### src/rtl/fringe_sequencer.sv
// Structured-light frame sequencer: walks NUM_FREQ x NUM_STEP fringe patterns plus NUM_STEP DC
// frames in lock-step with HDMI vsync and the camera handshake, feeding DDS phase words.
module fringe_sequencer #(
  parameter int unsigned NUM_FREQ   = 60,
  parameter int unsigned STEP_LOG2  = 3,
  parameter int unsigned VS_PER_PAT = 2,
  parameter int unsigned TRIG_LEN   = 16
) (
  input  logic        clk_25,
  input  logic        reset_n,
  input  logic        sync_vs,
  input  logic        sync_in_1,
  input  logic        sync_in_2,
  output logic [31:0] phase_inc,
  output logic [31:0] phase_off,
  output logic [8:0]  frame_idx,
  output logic        cam_trig,
  output logic        seq_done,
  output logic        busy
);

  localparam int unsigned NumStep  = 1 << STEP_LOG2;
  localparam int unsigned NumPhase = NUM_FREQ * NumStep;
  localparam int unsigned NumIdx   = NumPhase + NumStep;
  localparam int unsigned CntW     = $clog2(VS_PER_PAT + 1);
  localparam int unsigned TrigW    = $clog2(TRIG_LEN + 1);

  localparam logic [8:0]       LastIdx  = 9'(NumIdx - 1);
  localparam logic [CntW-1:0]  VsLast   = CntW'(VS_PER_PAT - 1);
  localparam logic [TrigW-1:0] TrigLoad = TrigW'(TRIG_LEN);
  localparam logic [31:0]      Dividend = 32'h2000_0000;

  typedef enum logic [1:0] {StIdle, StArm, StRun, StHold} state_e;

  state_e            state_q, state_d;
  logic              vs_q, ena_meta_q, ena_q, rdy_meta_q, rdy_q;
  logic              vs_rise, vs_fall;
  logic [CntW-1:0]   vs_cnt_q, vs_cnt_d;
  logic [8:0]        frame_idx_q, frame_idx_d;
  logic              seq_done_q, seq_done_d;
  logic              trig_fire;
  logic [TrigW-1:0]  trig_cnt_q, trig_cnt_d;
  logic              cam_trig_q;

  logic              div_start;
  logic [5:0]        div_cnt_q;
  logic [31:0]       div_rem_q, div_quo_q, div_den_q, off_pend_q;
  logic              div_dc_q, busy_q;
  logic [31:0]       phase_inc_q, phase_off_q;
  logic [31:0]       k_val, off_val;
  logic              dc_val;
  logic [32:0]       rem_sh, rem_diff;

  assign vs_rise = sync_vs & ~vs_q;
  assign vs_fall = ~sync_vs & vs_q;

  always_ff @(posedge clk_25 or negedge reset_n) begin
    if (!reset_n) begin
      vs_q       <= 1'b0;
      ena_meta_q <= 1'b0;
      ena_q      <= 1'b0;
      rdy_meta_q <= 1'b0;
      rdy_q      <= 1'b0;
    end else begin
      vs_q       <= sync_vs;
      ena_meta_q <= sync_in_1;
      ena_q      <= ena_meta_q;
      rdy_meta_q <= sync_in_2;
      rdy_q      <= rdy_meta_q;
    end
  end

  // Losing ena has priority over everything, including a coincident vs_fall advance.
  always_comb begin
    state_d     = state_q;
    vs_cnt_d    = vs_cnt_q;
    frame_idx_d = frame_idx_q;
    seq_done_d  = 1'b0;
    trig_fire   = 1'b0;
    if (!ena_q) begin
      state_d     = StIdle;
      vs_cnt_d    = '0;
      frame_idx_d = '0;
    end else begin
      unique case (state_q)
        StIdle: state_d = StArm;
        StArm: begin
          if (vs_fall) begin
            state_d  = StRun;
            vs_cnt_d = '0;
          end
        end
        StRun: begin
          if (vs_rise && (vs_cnt_q == '0) && rdy_q) trig_fire = 1'b1;
          if (vs_fall) begin
            if (!rdy_q) begin
              state_d = StHold;
            end else if (vs_cnt_q == VsLast) begin
              vs_cnt_d = '0;
              if (frame_idx_q == LastIdx) begin
                frame_idx_d = '0;
                seq_done_d  = 1'b1;
              end else begin
                frame_idx_d = frame_idx_q + 9'd1;
              end
            end else begin
              vs_cnt_d = vs_cnt_q + CntW'(1);
            end
          end
        end
        StHold: if (vs_fall && rdy_q) state_d = StRun;
        default: state_d = StIdle;
      endcase
    end
  end

  // A vsync edge arriving while the pulse is live is ignored rather than extending it.
  always_comb begin
    trig_cnt_d = trig_cnt_q;
    if (trig_cnt_q != '0)  trig_cnt_d = trig_cnt_q - TrigW'(1);
    else if (trig_fire)    trig_cnt_d = TrigLoad;
  end

  always_ff @(posedge clk_25 or negedge reset_n) begin
    if (!reset_n) begin
      state_q     <= StIdle;
      vs_cnt_q    <= '0;
      frame_idx_q <= '0;
      seq_done_q  <= 1'b0;
      trig_cnt_q  <= '0;
      cam_trig_q  <= 1'b0;
    end else begin
      state_q     <= state_d;
      vs_cnt_q    <= vs_cnt_d;
      frame_idx_q <= frame_idx_d;
      seq_done_q  <= seq_done_d;
      trig_cnt_q  <= trig_cnt_d;
      cam_trig_q  <= (trig_cnt_d != '0);
    end
  end

  // Dropping into IDLE reloads the index-0 words even when frame_idx was already 0.
  assign div_start = (frame_idx_d != frame_idx_q) || ((state_d == StIdle) && (state_q != StIdle));

  always_comb begin
    k_val   = 32'd1;
    off_val = '0;
    dc_val  = 1'b0;
    if (frame_idx_d < 9'(NumPhase)) begin
      k_val   = 32'(frame_idx_d >> STEP_LOG2) + 32'd1;
      off_val = 32'(frame_idx_d & 9'(NumStep - 1)) << (32 - STEP_LOG2);
    end else begin
      dc_val  = 1'b1;
      off_val = 32'(frame_idx_d - 9'(NumPhase)) << (32 - STEP_LOG2);
    end
  end

  assign rem_sh   = {div_rem_q, div_quo_q[31]};
  assign rem_diff = rem_sh - {1'b0, div_den_q};

  // 32 restoring iterations run at counts 0..31; the words land when the count reaches 33,
  // giving a fixed 34-cycle latency from the index change.
  always_ff @(posedge clk_25 or negedge reset_n) begin
    if (!reset_n) begin
      div_cnt_q   <= '0;
      div_rem_q   <= '0;
      div_quo_q   <= '0;
      div_den_q   <= 32'd1;
      div_dc_q    <= 1'b0;
      off_pend_q  <= '0;
      busy_q      <= 1'b0;
      phase_inc_q <= Dividend;
      phase_off_q <= '0;
    end else if (div_start) begin
      div_cnt_q  <= '0;
      div_rem_q  <= '0;
      div_quo_q  <= Dividend;
      div_den_q  <= k_val;
      div_dc_q   <= dc_val;
      off_pend_q <= off_val;
      busy_q     <= 1'b1;
    end else if (busy_q) begin
      div_cnt_q <= div_cnt_q + 6'd1;
      if (div_cnt_q < 6'd32) begin
        if (!rem_diff[32]) begin
          div_rem_q <= rem_diff[31:0];
          div_quo_q <= {div_quo_q[30:0], 1'b1};
        end else begin
          div_rem_q <= rem_sh[31:0];
          div_quo_q <= {div_quo_q[30:0], 1'b0};
        end
      end else if (div_cnt_q == 6'd33) begin
        phase_inc_q <= div_dc_q ? 32'd0 : div_quo_q;
        phase_off_q <= off_pend_q;
        busy_q      <= 1'b0;
      end
    end
  end

  assign phase_inc = phase_inc_q;
  assign phase_off = phase_off_q;
  assign frame_idx = frame_idx_q;
  assign cam_trig  = cam_trig_q;
  assign seq_done  = seq_done_q;
  assign busy      = busy_q;

endmodule

### config.mk
export PLATFORM = sky130hd
export DESIGN_NAME = fringe_sequencer
export DESIGN_NICKNAME = d
export VERILOG_FILES = /design/src/rtl/fringe_sequencer.sv
export SDC_FILE = /design/constraint.sdc
export NUM_CORES = 1
export LEC_CHECK = 0
export ABC_AREA = 1
export CAP_MARGIN = 20
export CORE_MARGIN = 2
export CORE_UTILIZATION = 45
export CTS_CLUSTER_DIAMETER = 40
export DETAILED_ROUTE_END_ITERATION = 10
export PLACE_DENSITY = 0.73
export SETUP_SLACK_MARGIN = 0.3
export SYNTH_ARGS = -nofsm -noshare
export SYNTH_HDL_FRONTEND = slang
export SYNTH_SLANG_ARGS = --single-unit
### constraint.sdc
create_clock -name clk_25 -period 2.6 [get_ports clk_25]
set_input_delay 0.52 -clock clk_25 [delete_from_list [all_inputs] [get_ports clk_25]]
set_output_delay 0.52 -clock clk_25 [all_outputs]
set_load 0.02 [all_outputs]
==> flow_metrics.tcl, run 1 <==
set metrics [dict create \
    grtUsageTotal_pct 21.38 \
    finalNonFillerCells 1561 \
    clock_latency_ns 0.43 \
    placed_cells 1500 \
    fmax_mhz 412.7 \
    finalSetupViolations 0 \
    grt_start_max_net_pins 67 \
    overflow 0 \
    grt_first_pass_wirelength_um 35670 \
    antenna_left 0 \
    die_x_um 143.5 \
    nets 1302 \
    worst-setup-path-type "flip-flop to flip-flop" \
    tns_ns 0 \
    cp_slowest_cell "dfrtp_1" \
    syn_inst 1204 \
    critical_path.max_fanout 12 \
    violations "hold timing" \
    finalCritPeriodShare_pct 93.20 \
    drive_gt1_share_pct 13.12 \
    die-area_um2 20590 \
    initial_core_util_pct 45.44 \
    status "finished, violations left" \
    root_buffer "clkbuf_16" \
    hpwl_um 13870 \
    critPathMaxStageDelay_ns 0.38 \
    finalInstanceArea_um2 10820 \
    n_antenna_cell 0 \
    syn_area_per_cell_um2 7.273 \
    cap_viol_max_count 0 \
    power.total_mw 9.937 \
    min_period_ns 2.423 \
    post-route-drc-count 0 \
    max-slew-margin-rel_pct 50.07 \
    firstDrtPassIters 6 \
    grt_pass1_vias 7416 \
    h-tree-depth 4 \
    fin_util_pct 56.16 \
    yosysUniqueCellTypes 34 \
    placed_area_um2 9618 \
    portBuffers 51 \
    routed-via-count 8333 \
    clk_pin_slew_ns 0.06 \
    synth_edf_count 0 \
    drt-total-wl_um 22770 \
    arrival_ns 2.79 \
    syn_area_um2 8757 \
    powerDensity_nw_per_um2 918.3 \
    crit_chain "inv_2 > ha_4 > fa_2 > inv_2 > nand3_2 > nand3_2 > nand2_2 > nand2_2 > inv_2 > nand3b_1 > nand2_4 > buf_12 > nand2_1 > nand2_1 > inv_1 > nand4_1 > nand2_1" \
    clockBufferDepth 2 \
    cp-end-kind "flip-flop" \
    fin_hold_ws_ns -0.002898 \
    synthToLayoutAreaGrowth_pct 23.57 \
    rsz0062_at_grt "true" \
    cts_made_buffers 17 \
    routed_via_density 5.338 \
    cts_tree "yes" \
    drt-wirelength-per-cell_um 14.59 \
    finalHoldViolCount 1 \
    die_h_um 143.5 \
    globalplace.congestion 0.9407 \
    required_ns 2.96 \
    async_flop_share_pct 100.0 \
    ys.flop_type "dfrtp_1" \
    hold_class "input port to async pin" \
    timing.final.ws_setup_ns 0.1767 \
    worst_slew_pin_slew_ns 0.7489 \
    skew_ns 0.009982 \
    synth-seq-cells 142 \
    slew_viol_final 0 \
    rows 51 \
    pre_cts_ws_ns -0.1422 \
    core_um2 19270 \
    synth_seq_area_share_pct 40.61 \
    top_level_ports 81 \
    startpoint_type "flip-flop" \
    power_leakage_nw 5.622 \
    initialDrtViolationCount 835 \
    antenna_found_initial 0 \
    ir_worst_vdd_uv 499.9 \
    yosysWarningCount 0 \
    cts_sinks 142 \
]
-- registers in the layout, indices dropped and copies added, names as in the netlist --
| name | cells |
|---|---|
| div_quo_q | 32 |
| div_rem_q | 32 |
| phase_inc | 32 |
| frame_idx | 9 |
| div_den_q | 7 |
| div_cnt_q | 6 |
| trig_cnt_q | 5 |
| off_pend_q | 3 |
| phase_off | 3 |
| state_q | 2 |
| vs_cnt_q | 2 |
| busy | 1 |
| cam_trig | 1 |
| div_dc_q | 1 |
| ena_meta_q | 1 |
| ena_q | 1 |
| rdy_meta_q | 1 |
| rdy_q | 1 |
| seq_done | 1 |
| vs_q | 1 |
-- path summary, 6_finish.rpt --
kind                                            from                        to  slack [ns]  cells past startpoint
max                        div_quo_q[31]$_DFFE_PN0P_  div_rem_q[7]$_DFFE_PN0P_        0.18                     17
min                                          reset_n      ena_meta_q$_DFF_PN0_      -0.003                      1
max reg2reg                div_quo_q[31]$_DFFE_PN0P_  div_rem_q[7]$_DFFE_PN0P_        0.18                     17
min reg2reg                     rdy_meta_q$_DFF_PN0_           rdy_q$_DFF_PN0_        0.35                      0
max in group asynchronous                    reset_n            busy$_DFF_PN0_        1.85                      2
min in group clk_25             rdy_meta_q$_DFF_PN0_           rdy_q$_DFF_PN0_        0.35                      0
-- cell usage after synthesis, drive strengths merged (11+ instances only) --
| cell | count | area share [%] |
|---|---|---|
| buf | 61 | 5.2 |
| clkbuf | 39 | 1.7 |
| dfrtp | 140 | 40 |
| ha | 12 | 1.7 |
| inv | 131 | 5.6 |
| nand2 | 380 | 16 |
| nand3 | 47 | 2.7 |
| nand4 | 120 | 8.6 |
| nor2 | 123 | 5.4 |
| nor3 | 13 | 0.87 |
| o211ai | 64 | 5.5 |
| o21ai | 23 | 1.3 |
| xnor2 | 11 | 1.1 |
| xor2 | 14 | 1.4 |
-- power breakdown --
group | internal, mW | switching, mW
combinational | 1.79 | 2.73
clock | 1.63 | 1.03
sequential | 2.45 | 0.302
-- worst max-delay path, delay by kind of cell, from the launching register on --
kind                       cells  cell delay [ns]
and+or+nand+nor               10             1.00
DFF                            1             0.38
buffers and inverters          5             0.45
adders and majority gates      2             0.53
-- layer usage --
| metal | share of wire (%) | vias to the layer above | track usage, % |
|---|---|---|---|
| met2 | 47 | 342 | 34.46 |
| met1 | 46 | 3883 | 29.74 |
| met3 | 6.0 | 45 | 3.832 |
| met5 | 0 | - | 0 |
| met4 | 1.7 | 0 | 5.779 |
| li1 | - | 4063 | - |
-- area by class of cell --
type,count,area [um^2]
fill,1735,8449
multi-input combinational,859,4347
sequential,142,3561
timing repair buffer,133,1455
inverter,131,494.2
clock buffer,17,425.4
tap,265,331.6
clock inverter,14,207.7
-- layout by cell type (no fill, tap or decap), types with 3 or more instances in the layout --
cell             netlist  layout
buf_4                 33      51
clkdlybuf4s50_1        0      50
nor3_1                12      11
nand3b_1               5       5
nand2_1              377     363
inv_8                  0       3
nand3_1               47      43
xor2_1                14      14
o211ai_1              64      64
inv_6                  0       3
buf_6                 12       9
inv_2                  3       9
conb_1                 1      29
inv_1                128     121
dfrtp_2                0       4
nor2_1               122     112
dfrtp_1              140     136
nand2_2                1      11
o21ai_0               23      16
nand2_4                2       6
buf_8                  0       3
clkbuf_16              0      25
buf_12                 0      11
o21ai_1                0       5
xnor2_1               11      11
nand4_1              119     119
bufinv_16              0       4
nand3_2                0       4
ha_1                  12      10
a21oi_1                8       8
clkinvlp_4             0       3
nor2_2                 0      10
-- timing repair --
item,4_1_cts,5_1_grt
gates cloned,0,12
pin swaps,4,39
gates resized for setup,18,53
setup endpoints to repair,97,116
hold buffers,0,0
buffers inserted,6,12
-- logic make-up (layout without fill, tap and decap cells) --
family          after synthesis  after routing  share of synthesized area (%)
simple gates                692            692                          34.78
compound gates               99             99                          7.572
fa+ha+maj                    13             13                          1.943
flops                       142            142                          40.61
other cells                   1             29                        0.04282
xor+xnor                     25             25                          2.500
buf+inv                     231            295                          12.44
mux                           1              1                         0.1143
No activity file was read; power rests on OpenSTA's default activity.
==> run 2: changes to the inputs <==
Settings changed: SKIP_LAST_GASP from default to 1.
==> results of run 2 <==
No change in the layout: final DEF, timing and power equal those of run 1.
